==> src/rtl/gray_counter_ud.sv <==
// Up/down Gray-code counter with synchronous Gray load, wrap or saturate at the limits.
// The Gray view comes straight from flops so other clock domains can sample it safely.
module gray_counter_ud #(
    parameter int DATA_WIDTH = 4,
    parameter bit WRAP       = 1'b1
) (
    input  logic                  clk,
    input  logic                  reset,
    input  logic                  en,
    input  logic                  up,
    input  logic                  load,
    input  logic [DATA_WIDTH-1:0] load_gray,
    output logic [DATA_WIDTH-1:0] out,
    output logic [DATA_WIDTH-1:0] bin_out,
    output logic                  tc,
    output logic                  ovf
);

    localparam logic [DATA_WIDTH-1:0] MAX  = '1;
    localparam logic [DATA_WIDTH-1:0] ZERO = '0;
    localparam logic [DATA_WIDTH-1:0] ONE  = DATA_WIDTH'(1);

    function automatic logic [DATA_WIDTH-1:0] gray2bin(input logic [DATA_WIDTH-1:0] g);
        logic [DATA_WIDTH-1:0] b;
        b[DATA_WIDTH-1] = g[DATA_WIDTH-1];
        for (int i = DATA_WIDTH - 2; i >= 0; i--) begin
            b[i] = b[i+1] ^ g[i];
        end
        return b;
    endfunction

    logic [DATA_WIDTH-1:0] bin_r, gray_r;
    logic                  ovf_r;
    logic [DATA_WIDTH-1:0] bin_nx, gray_nx;
    logic                  ovf_nx;
    logic                  at_limit;

    assign at_limit = up ? (bin_r == MAX) : (bin_r == ZERO);

    always_comb begin
        bin_nx  = bin_r;
        gray_nx = gray_r;
        ovf_nx  = 1'b0;
        if (load) begin
            bin_nx  = gray2bin(load_gray);
            gray_nx = load_gray;
        end else if (en) begin
            if (at_limit) begin
                ovf_nx = 1'b1;
                if (WRAP) begin
                    bin_nx = up ? ZERO : MAX;
                end
            end else begin
                bin_nx = up ? (bin_r + ONE) : (bin_r - ONE);
            end
            // Gray is derived from the next binary value so both registers move together.
            gray_nx = bin_nx ^ (bin_nx >> 1);
        end
    end

    always_ff @(posedge clk) begin
        if (reset) begin
            bin_r  <= '0;
            gray_r <= '0;
            ovf_r  <= 1'b0;
        end else begin
            bin_r  <= bin_nx;
            gray_r <= gray_nx;
            ovf_r  <= ovf_nx;
        end
    end

    assign out     = gray_r;
    assign bin_out = bin_r;
    assign ovf     = ovf_r;
    assign tc      = up ? (bin_r == MAX) : (bin_r == ZERO);

endmodule

==> config.mk <==
export PLATFORM = sky130hd
export DESIGN_NAME = gray_counter_ud
export DESIGN_NICKNAME = d
export VERILOG_FILES = /design/src/rtl/gray_counter_ud.sv
export SDC_FILE = /design/constraint.sdc
export NUM_CORES = 1
export LEC_CHECK = 0
export CORE_UTILIZATION = 40
export DETAILED_ROUTE_END_ITERATION = 16
export PLACE_DENSITY = 0.73
export RECOVER_POWER = 25
export REMOVE_ABC_BUFFERS = 1
export SKIP_LAST_GASP = 1
export SLEW_MARGIN = 20
export SYNTH_ARGS = -nofsm -noshare
export SYNTH_HDL_FRONTEND = slang
export SYNTH_SLANG_ARGS = --single-unit
==> constraint.sdc <==
create_clock -name clk -period 1.6 [get_ports clk]
set_input_delay 0.16 -clock clk [delete_from_list [all_inputs] [get_ports clk]]
set_output_delay 0.16 -clock clk [all_outputs]
set_load 0.02 [all_outputs]
## Word level (Yosys, flattened, before mapping)

Cells that the tools add are included.

- Add/sub/neg operators: 2
- Equality and inequality tests: 1
- Mux-type cells: 11
- Bitwise operators: 5
- Reductions and logical operators: 3

Operators with widths:

| cell | count |
|---|---|
| 4-bit two-way mux | 9 |
| 4-bit by 1-bit adder with 4-bit output (second input constant) | 1 |
| 4-bit equality test (second input constant) | 1 |
| 4-bit logical NOT | 1 |
| 4-bit by 1-bit subtractor with 4-bit output (second input constant) | 1 |
| 4-bit by 3-bit bitwise XOR with 4-bit output | 1 |
| 3-bit OR reduction | 1 |
| 1-bit bitwise XOR | 3 |
| 1-bit two-way mux | 2 |
| 2-bit nonzero test | 1 |
| 1-bit NOT | 1 |

- Bits in registers: 9
- Input port bits: 9
- Output and inout port bits: 10
- Word-level logic and storage cells: 25

## Logic depth before layout (Yosys ltp)

Gate-level depths: netlist of the first run.

- Depth after elaboration: 8
- Gate-level depth with buffers: 7
- Mapped depth without buffers: 7

## Least setup slack after synthesis of the first run

No wires, ideal clock.

- Path type: flip-flop to flip-flop
- Start point: register bin_r[0], in the netlist bin_out[0]
- End point: register gray_r[1], in the netlist out[1]
- Library setup time: 0.115 ns
- Data arrival time: 1.887 ns
- Required time: 1.485 ns
- Slack: -0.401 ns
- Stages on the path, launching flop included: 7
- Path buffers: 0
- Clock period less this slack: 2.001 ns
- Path through: dfxtp_1 > inv_1 > fa_1 > xnor2_1 > xnor2_1 > a21oi_1 > a2111oi_0

- Cells in the longest elaborated chain, start to end: 8

Ends and longest elaborated chain:

| what | line | source |
|---|---|---|
| from (decl) | 32 | `logic [DATA_WIDTH-1:0] bin_r, gray_r;` |
| from (signal assigned) | 67 | `bin_r <= bin_nx;` |
| 4-bit by 1-bit subtractor with 4-bit output (tied with other cells) | 54 | `bin_nx = up ? (bin_r + ONE) : (bin_r - ONE);` |
| 4-bit two-way mux or 1-bit two-way mux (tied branches) | 54, 38 |  |
| 4-bit two-way mux (*) | 48 | `if (at_limit) begin` |
| 4-bit two-way mux (*) | 47 | `end else if (en) begin` |
| 4-bit two-way mux (*) | 44 | `if (load) begin` |
| 4-bit by 3-bit bitwise XOR with 4-bit output (*) | 57 | `gray_nx = bin_nx ^ (bin_nx >> 1);` |
| 4-bit two-way mux (*) | 47 |  |
| 4-bit two-way mux (*) | 44 |  |
| to (signal assigned) | 68 | `gray_r <= gray_nx;` |
| to (decl) | 32 |  |

Mark *: on every way between the ends. The rest lies on a longest branch, timed or not. The select of a mux whose other input is x is not followed.
A chain may end at the register's enable or synchronous reset.

## Final worst setup path of the first run

- Start point: register bin_r[1], in the netlist bin_out[1]
- End point: output tc

- Cells in the longest elaborated chain, start to end: 2

Ends and longest elaborated chain:

| what | line | source |
|---|---|---|
| 4-bit equality test or 4-bit logical NOT (tied branches) | 76 | `assign tc = up ? (bin_r == MAX) : (bin_r == ZERO);` |
| 1-bit two-way mux (*) | 76 |  |
| to (decl) | 15 | `output logic tc,` |

Mark *: on every way between the ends. The rest lies on a longest branch, timed or not.

==> flow_summary.json, run 1 <==
{
  "status": "finished, violations left",
  "violations": "negative setup slack",
  "avgSynthCellArea_um2": 8.49,
  "ir_worst_vdd_v": 0.000435,
  "utilization": 0.723,
  "numCtsBuffers": 3,
  "ys_ff_latch": 8,
  "cts_tree": "built",
  "min_period_ns": 1.71,
  "ant_nets": 0,
  "nNetsFinal": 119,
  "syn2layout_area_growth_pct": 61.8,
  "io_buffers": 18,
  "final.fill_count": 104,
  "pin_count": 19,
  "clock_latency_ns": 0.25,
  "grt-ovfl-total": 0,
  "syn_area_um2": 603,
  "grt.total_usage": 0.207,
  "hold_viol_final": 0,
  "p_total_uw": 827,
  "synth.distinct_cells": 30,
  "h-tree-depth": 1,
  "dp_hpwl_um": 1170,
  "final_common_cell": "buf_4",
  "mostFrequentLayoutCells": "buf_4 (15), clkdlybuf4s50_1 (14), nor2_1 (7), dfxtp_1 (6)",
  "grt_antenna_before_repair": 0,
  "fp-row-count": 13,
  "critical_path_buf_inv_count": 2,
  "r2r-end": "out[1]",
  "setup_violations": 5,
  "synthTopCellsByArea": "dfxtp_1 (27%), xnor2_1 (10%), a211oi_1 (5.0%)",
  "power.density_nw_per_um2": 848,
  "path_depth": 5,
  "grt_pass1_wl_um": 2210,
  "post-route-drc-count": 0,
  "path_class": "flip-flop to output pin",
  "worst_slack_ns": -0.111,
  "dr.pass1.iters": 4,
  "synth_edf_count": 0,
  "core_area_um2": 1350,
  "rsz0062_at_grt": "yes",
  "r2r_start": "bin_out[1]",
  "grt_max_degree": 15,
  "post_drt_wl_per_cell_um": 12.9,
  "cp_data_required_time_ns": 1.44,
  "num_vias": 647,
  "cts_buffer_depth": 2,
  "cp_slowest_cell": "or4_4",
  "routed_via_density": 5.39,
  "place_worst_setup_slack_ns": -0.578,
  "fin_crit_sh": 1.07,
  "n_antenna_cell": 0,
  "clkTransAtPathRegs_ns": 0.06,
  "synth_top_area_cell": "dfxtp_1",
  "yosys_warnings": 0,
  "r2r_slack_ns": -0.07,
  "die_h_um": 40.8,
  "dp.cells": 117,
  "seq_area_frac_synth": 0.266,
  "start_kind": "flip-flop",
  "cpPeakStageDelay_ns": 0.51,
  "leakagePower_nw": 0.435,
  "reg2reg_depth": 7,
  "crit_path_start": "bin_out[1]",
  "synthFlopType": "dfxtp_1",
  "drive_above_1_share": 0.381,
  "synth_cells": 71,
  "async_reset_ff_frac": 0,
  "maxCapViolCount": 0,
  "cp_cell_sequence": "or4_4 > nand2b_4 > and2_4 > inv_2 > buf_6",
  "initialDrtViolationCount": 8,
  "stdcell_count": 120,
  "grt_pass1_vias": 546,
  "drv_slew": 0,
  "start_util": 0.447,
  "cp-endpoint": "tc",
  "crit_path_max_fanout": 2,
  "synth_top_area_share": 0.266,
  "worst_slew_pin_slew_ns": 0.307,
  "die_area_um2": 1670,
  "routed_wl_um": 1550,
  "finClkSkew_ns": 0.00413,
  "maxSlewHeadroom": 0.795,
  "fmax_mhz": 584,
  "cp-end-kind": "output pin",
  "die_x_um": 40.8,
  "hp-class": "input pin to flip-flop",
  "cts_num_sinks": 8,
  "gp_congestion": 0.843,
  "cts_root_buf": "clkbuf_4",
  "cp_data_arrival_time_ns": 1.55,
  "cp_top_family": "simple AND/OR/NAND/NOR gates"
}
==> state kept, by name (all words and copies together) (netlist names) <==
signal   count
ovf          1
out          3
bin_out      4
==> final cells by class <==
class | count | area, um2 | share of cell area
Clock buffer | 3 | 22.5 | 0.0231
Inverter | 7 | 26.3 | 0.0269
Multi-Input combinational cell | 52 | 430 | 0.441
Sequential cell | 8 | 163 | 0.167
Tap cell | 15 | 18.8 | 0.0192
Timing Repair Buffer | 35 | 315 | 0.323
==> how the worst min path moves through the flow <==
stage | depth (start not counted) | endpoint | slack (ns) | start
detailed placement | 2 | out[1] | 0.60 | out[1]
floorplan | 1 | bin_out[2] | 0.22 | reset
CTS | 3 | out[1] | 0.51 | load_gray[1]
finish | 3 | out[1] | 0.52 | load_gray[1]
global placement | 2 | out[1] | 0.59 | out[1]
global route | 3 | out[1] | 0.52 | load_gray[1]
==> per-layer routing <==
layer  vias to the layer above  global-route usage  wire (um)
met5                         -                   0          0
met4                         0               0.100         27
met3                         5              0.0489        111
met2                        25               0.352        781
met1                       305               0.239        630
li1                        312                   -          -
==> timing repair <==
item,CTS,global route
endpoints found under the setup margin,6,6
setup buffers,2,0
hold buffers,0,0
resized for setup,21,5
pin swaps,8,8
==> tightest hold or removal path, cell delays in order <==
cell	delay (ns)
clkdlybuf4s50_1	0.40
inv_1	0.08
a2111oi_1	0.08
==> Yosys cell counts, types with 2 or more instances <==
library cell  count
clkbuf_8          2
a211oi_1          4
xor2_1            2
nor2_1            8
dfxtp_1           8
nand2_1           3
a21oi_1           5
ha_1              2
inv_1             7
xnor2_1           7
nand3_1           2
nor3_1            3
==> cells by family (layout without fill, tap and decap cells) <==
family                     after synthesis  count (layout)  share of synthesized area
and+or+nand+nor                         24              24                      0.220
DFF                                      8               8                      0.266
AOI/OAI and AO/OA                       16              16                      0.183
buffers and inverters                   11              45                      0.127
adders and majority gates                3               3                     0.0747
xor gates and xnor gates                 9               9                      0.131
==> per-stage QoR <==
stage,hold WS [ns],area [um2],TNS (ns)
after floorplan,0.222,553,-1.28
after global placement,0.593,880,-3.01
after detailed placement,0.595,880,-3.15
after CTS,0.510,957,-0.251
after global routing,0.524,976,-0.502
final,0.518,976,-0.233
==> report_power, final <==
part	internal (mW)	leakage, nW	switching [mW]	total (mW)
clock	0.0860	0.0138	0.0707	0.157
combinational	0.240	0.355	0.201	0.441
sequential	0.220	0.0669	0.00991	0.230
Note: power is estimated with default switching activity, not from simulation.
==> run 2: changes to the inputs <==
--- a/config.mk
+++ b/config.mk
@@ -5,9 +5,11 @@
 export SDC_FILE = /design/constraint.sdc
 export NUM_CORES = 1
 export LEC_CHECK = 0
-export CORE_UTILIZATION = 40
+export CORE_AREA = 2 2 39 41
 export DETAILED_ROUTE_END_ITERATION = 16
-export PLACE_DENSITY = 0.73
+export DIE_AREA = 0 0 41 43
+export DONT_BUFFER_PORTS = 1
+export GPL_TIMING_DRIVEN = 0
 export RECOVER_POWER = 25
 export REMOVE_ABC_BUFFERS = 1
 export SKIP_LAST_GASP = 1
==> flow_summary.json, run 2 (synthesis results as in run 1) <==
{
  "status": "finished, violations left",
  "violations": "negative hold slack, negative setup slack",
  "intPower_uw": 462,
  "dr.pass1.iters": 2,
  "clockPowerShare": 0.227,
  "start_kind": "flip-flop",
  "cts_buffer_depth": 2,
  "post-route-drc-count": 0,
  "nNetsFinal": 92,
  "hp-start": "reset",
  "grtUsageMet1": 0.198,
  "path_class": "flip-flop to flip-flop",
  "gp_congestion": 0.787,
  "setup_violations": 6,
  "routed_via_density": 5.51,
  "r2r-end": "bin_out[1]",
  "initialDrtViolationCount": 6,
  "utilization": 0.515,
  "cts_num_sinks": 8,
  "hold_end": "bin_out[2]",
  "cp-end-kind": "flip-flop",
  "crit_path_start": "bin_out[1]",
  "die_area_um2": 1760,
  "syn2layout_area_growth_pct": 18.3,
  "maxSlewHeadroom": 0.799,
  "min_period_ns": 1.73,
  "cp_data_arrival_time_ns": 1.92,
  "fin_crit_sh": 1.08,
  "holdWs_ns": -0.0503,
  "ant_nets": 0,
  "num_vias": 518,
  "fp-row-count": 14,
  "swShare": 0.347,
  "r2r_start": "bin_out[1]",
  "power.density_nw_per_um2": 992,
  "hold_buffers": 1,
  "cts_tree": "built",
  "die_h_um": 43,
  "power_frac_comb": 0.389,
  "dp_hpwl_um": 902,
  "largest_reg_flops": 4,
  "ir_worst_vdd_v": 0.000366,
  "die_x_um": 41,
  "io_buffers": 0,
  "final.fill_count": 136,
  "grt_antenna_before_repair": 0,
  "top_usage_layer": "met2",
  "grt_pass1_vias": 514,
  "rsz0062_at_grt": "yes",
  "hp-class": "input pin to flip-flop",
  "drive_above_1_share": 0.346,
  "worst_slew_pin_slew_ns": 0.301,
  "h-tree-depth": 1,
  "clock_latency_ns": 0.26,
  "finClkSkew_ns": 0.000835,
  "final_common_cell": "nor2_1",
  "mostFrequentLayoutCells": "nor2_1 (8), buf_4 (7), inv_1 (5)",
  "grt-ovfl-total": 0,
  "post_drt_wl_per_cell_um": 14.1,
  "hold_depth": 1,
  "drv_slew": 0,
  "cp_data_required_time_ns": 1.79,
  "core_area_um2": 1380,
  "routed_wl_um": 1330,
  "seq_power_share": 0.384,
  "crit_path_max_fanout": 6,
  "p_switching_uw": 246,
  "fmax_mhz": 579,
  "r2r_slack_ns": -0.13,
  "grt.total_usage": 0.172,
  "worst_slack_ns": -0.128,
  "n_antenna_cell": 0,
  "start_util": 0.436,
  "hold_viol_final": 6,
  "leakagePower_nw": 0.310,
  "numCtsBuffers": 3,
  "gr-usage-met2": 0.284,
  "reg2reg_depth": 6,
  "clkTransAtPathRegs_ns": 0.06,
  "grtUsageMet3": 0.0681,
  "pin_count": 19,
  "maxCapViolCount": 0,
  "grt_pass1_wl_um": 2080,
  "cts_root_buf": "clkbuf_4",
  "grt_max_degree": 16
}
==> run 2: cell types whose count changed in the layout (fill, tap and decap cells not counted), moves of 2 or more <==
cell	change
buf_6	-3
inv_2	-3
dfxtp_4	+3
dfxtp_1	-2
inv_4	+2
clkdlybuf4s50_1	-14
buf_4	-8
==> run 2: metal layers <==
metal	up-vias	share of wire
met5	-	0
met4	0	0.0075
met3	3	0.070
met2	15	0.51
li1	259	-
met1	241	0.41
==> run 2: layout make-up <==
class | count | area (um2) | area share
Timing Repair Buffer | 8 | 62.6 | 0.0877
Tap cell | 16 | 20.0 | 0.0281
Inverter | 7 | 31.3 | 0.0439
Sequential cell | 8 | 173 | 0.242
Clock buffer | 3 | 22.5 | 0.0316
Multi-Input combinational cell | 52 | 404 | 0.567
==> run 2: how the worst max path moves through the flow <==
| stage | end | slack [ns] |
|---|---|---|
| CTS | out[1] | -0.15 |
| finish | bin_out[1] | -0.13 |
| floorplan | out[1] | -0.40 |
| global route | bin_out[2] | -0.19 |
| detailed placement | out[1] | -0.63 |
| global placement | out[1] | -0.64 |
==> run 2: power by group through the flow <==
stage	Sequential (mW)	Combinational [mW]	Clock (mW)
2_1_floorplan	0.267	0.161	0
3_3_place_gp	0.273	0.182	0
3_5_place_dp	0.273	0.183	0
4_1_cts	0.272	0.253	0.163
5_1_grt	0.276	0.296	0.177
6_report	0.272	0.275	0.160
==> run 2: repair_timing <==
action | 4_1_cts | 5_1_grt
endpoints found under the setup margin | 8 | 7
pin swaps | 11 | 7
hold endpoints to repair | 7 | 6
resized for setup | 14 | 5
buffers inserted | 8 | 0
==> run 2: metrics by stage <==
step                TNS (ns)  setup slack, ns  cells  area [um2]  total power, mW
global placement       -2.44           -0.644     83         573            0.455
floorplan              -1.28           -0.401     67         553            0.428
global route          -0.827           -0.194     94         713            0.749
CTS                   -0.493           -0.152     94         693            0.687
finish                -0.505           -0.128     94         713            0.708
detailed placement     -2.34           -0.632     83         573            0.456
==> run 2: critical path: stages, from the launching register on <==
cell      delay [ns]
dfxtp_4         0.38
or4_4           0.52
buf_4           0.15
nor2_1          0.16
a211oi_1        0.08
o31ai_1         0.22
nor2b_1         0.15
==> run 3: changes to the inputs <==
--- a/config.mk
+++ b/config.mk
@@ -9,7 +9,6 @@
 export DETAILED_ROUTE_END_ITERATION = 16
 export DIE_AREA = 0 0 41 43
 export DONT_BUFFER_PORTS = 1
-export GPL_TIMING_DRIVEN = 0
 export RECOVER_POWER = 25
 export REMOVE_ABC_BUFFERS = 1
 export SKIP_LAST_GASP = 1
==> flow_summary.json, run 3 (synthesis results as in run 1) <==
{
  "hold_viol_final": 1,
  "cp_data_arrival_time_ns": 1.54,
  "min_period_ns": 1.70,
  "rsz0062_at_grt": "yes",
  "stdcell_count": 101,
  "finClkSkew_ns": 0.00476,
  "clock_latency_ns": 0.26,
  "drv_slew": 0,
  "num_vias": 559,
  "ant_nets": 0,
  "fmax_mhz": 587,
  "cp_data_required_time_ns": 1.44,
  "hp-start": "load",
  "io_buffers": 0,
  "cts_buffer_depth": 2,
  "start_util": 0.436,
  "largest_reg_flops": 4,
  "path_class": "flip-flop to output pin",
  "h-tree-depth": 1,
  "grt_pass1_wl_um": 2130,
  "post-route-drc-count": 0,
  "post_drt_wl_per_cell_um": 15.0,
  "final.fill_count": 126,
  "mostFrequentLayoutCells": "buf_4 (11), nor2_1 (7), inv_1 (6), xnor2_1 (5)",
  "routed_via_density": 5.53,
  "cp_cell_sequence": "or4_4 > nand2b_4 > and2_4 > inv_2 > buf_6",
  "p_total_uw": 736,
  "design_area_um2": 787,
  "multi_input_area_um2": 428,
  "initialDrtViolationCount": 12,
  "cp_slowest_cell": "or4_4",
  "hold_end": "bin_out[0]",
  "numCtsBuffers": 3,
  "dp.cells": 92,
  "grt_pass1_vias": 495,
  "grt_max_degree": 16,
  "cpPeakStageDelay_ns": 0.51,
  "violations": "negative hold slack, negative setup slack",
  "grt.total_usage": 0.180,
  "worst_slack_ns": -0.102,
  "fin_crit_sh": 1.06,
  "maxSlewHeadroom": 0.771,
  "die_area_um2": 1760,
  "crit_path_max_fanout": 3,
  "worst_slew_pin_slew_ns": 0.343,
  "setup_violations": 3,
  "critical_path_buf_inv_count": 2,
  "r2r-end": "bin_out[1]",
  "power.density_nw_per_um2": 935,
  "syn2layout_area_growth_pct": 30.5,
  "dr.pass1.iters": 4,
  "leakagePower_nw": 0.342,
  "grt_antenna_before_repair": 0,
  "reg2reg_depth": 6,
  "die_h_um": 43,
  "status": "finished, violations left",
  "hp-class": "input pin to flip-flop",
  "fp-row-count": 14,
  "cp-end-kind": "output pin",
  "cp_top_family": "simple AND/OR/NAND/NOR gates",
  "core_area_um2": 1380,
  "maxCapViolCount": 0,
  "drive_above_1_share": 0.400,
  "routed_wl_um": 1510,
  "pin_count": 19,
  "nNetsFinal": 99,
  "start_kind": "flip-flop",
  "holdWs_ns": -0.00338,
  "cts_num_sinks": 8,
  "r2r_start": "bin_out[1]",
  "cts_tree": "built",
  "dp_hpwl_um": 1000,
  "path_depth": 5,
  "postPlaceCellArea_um2": 641,
  "r2r_slack_ns": -0.04,
  "ir_worst_vdd_v": 0.000543,
  "die_x_um": 41,
  "grt-ovfl-total": 0,
  "clkTransAtPathRegs_ns": 0.06,
  "hold_depth": 1,
  "cts_root_buf": "clkbuf_4",
  "gp_congestion": 0.877,
  "final-seq-area_um2": 165,
  "final_common_cell": "buf_4",
  "n_antenna_cell": 0
}
-- run 3: cell count changes in the layout (fill, tap and decap cells not counted), sizes merged --
cell         previous run  this run
dlygate4sd3             1         2
buf                     7        13
-- run 3: report_power, final --
group	internal, mW	total [mW]	leakage (nW)	switching (mW)
registers	0.221	0.245	0.0674	0.0244
clock network	0.0864	0.164	0.0138	0.0771
logic	0.172	0.327	0.261	0.155
total	0.479	0.736	0.342	0.256
-- run 3: worst max path at each step --
stage | from | end | slack (ns)
global route | bin_out[3] | tc | -0.13
finish | bin_out[3] | tc | -0.10
global placement | bin_out[0] | out[1] | -0.13
detailed placement | bin_out[0] | out[1] | -0.17
CTS | bin_out[3] | tc | -0.10
floorplan | bin_out[0] | out[1] | -0.40
-- run 3: layout make-up --
cell class	count	area share
Inverter	7	0.0334
Tap cell	16	0.0254
Timing Repair Buffer	15	0.159
Multi-Input combinational cell	52	0.544
Sequential cell	8	0.210
Clock buffer	3	0.0286
-- run 3: per-stage QoR --
stage	setup TNS [ns]	worst slack [ns]	hold WS (ns)	util
floorplan	-1.28	-0.401	0.222	-
detailed placement	-0.463	-0.175	0.227	0.463
CTS	-0.217	-0.102	0.000271	0.536
finish	-0.167	-0.102	-0.00338	0.569
global route	-0.493	-0.131	0.00259	0.569
global placement	-0.408	-0.132	0.228	0.463
-- run 3: layer usage --
| metal | GRT usage | share of wire | vias to the layer above |
|---|---|---|---|
| li1 | - | - | 274 |
| met1 | 0.248 | 0.42 | 262 |
| met2 | 0.269 | 0.50 | 19 |
| met3 | 0.0576 | 0.064 | 4 |
| met4 | 0.0400 | 0.013 | 0 |
| met5 | 0 | 0 | - |
-- run 3: timing repair --
item	in CTS	in global routing
endpoints found under the setup margin	6	6
hold endpoints to repair	7	1
gates resized for setup	13	5
setup buffers	4	0
pin swaps	10	3
hold buffers	1	1
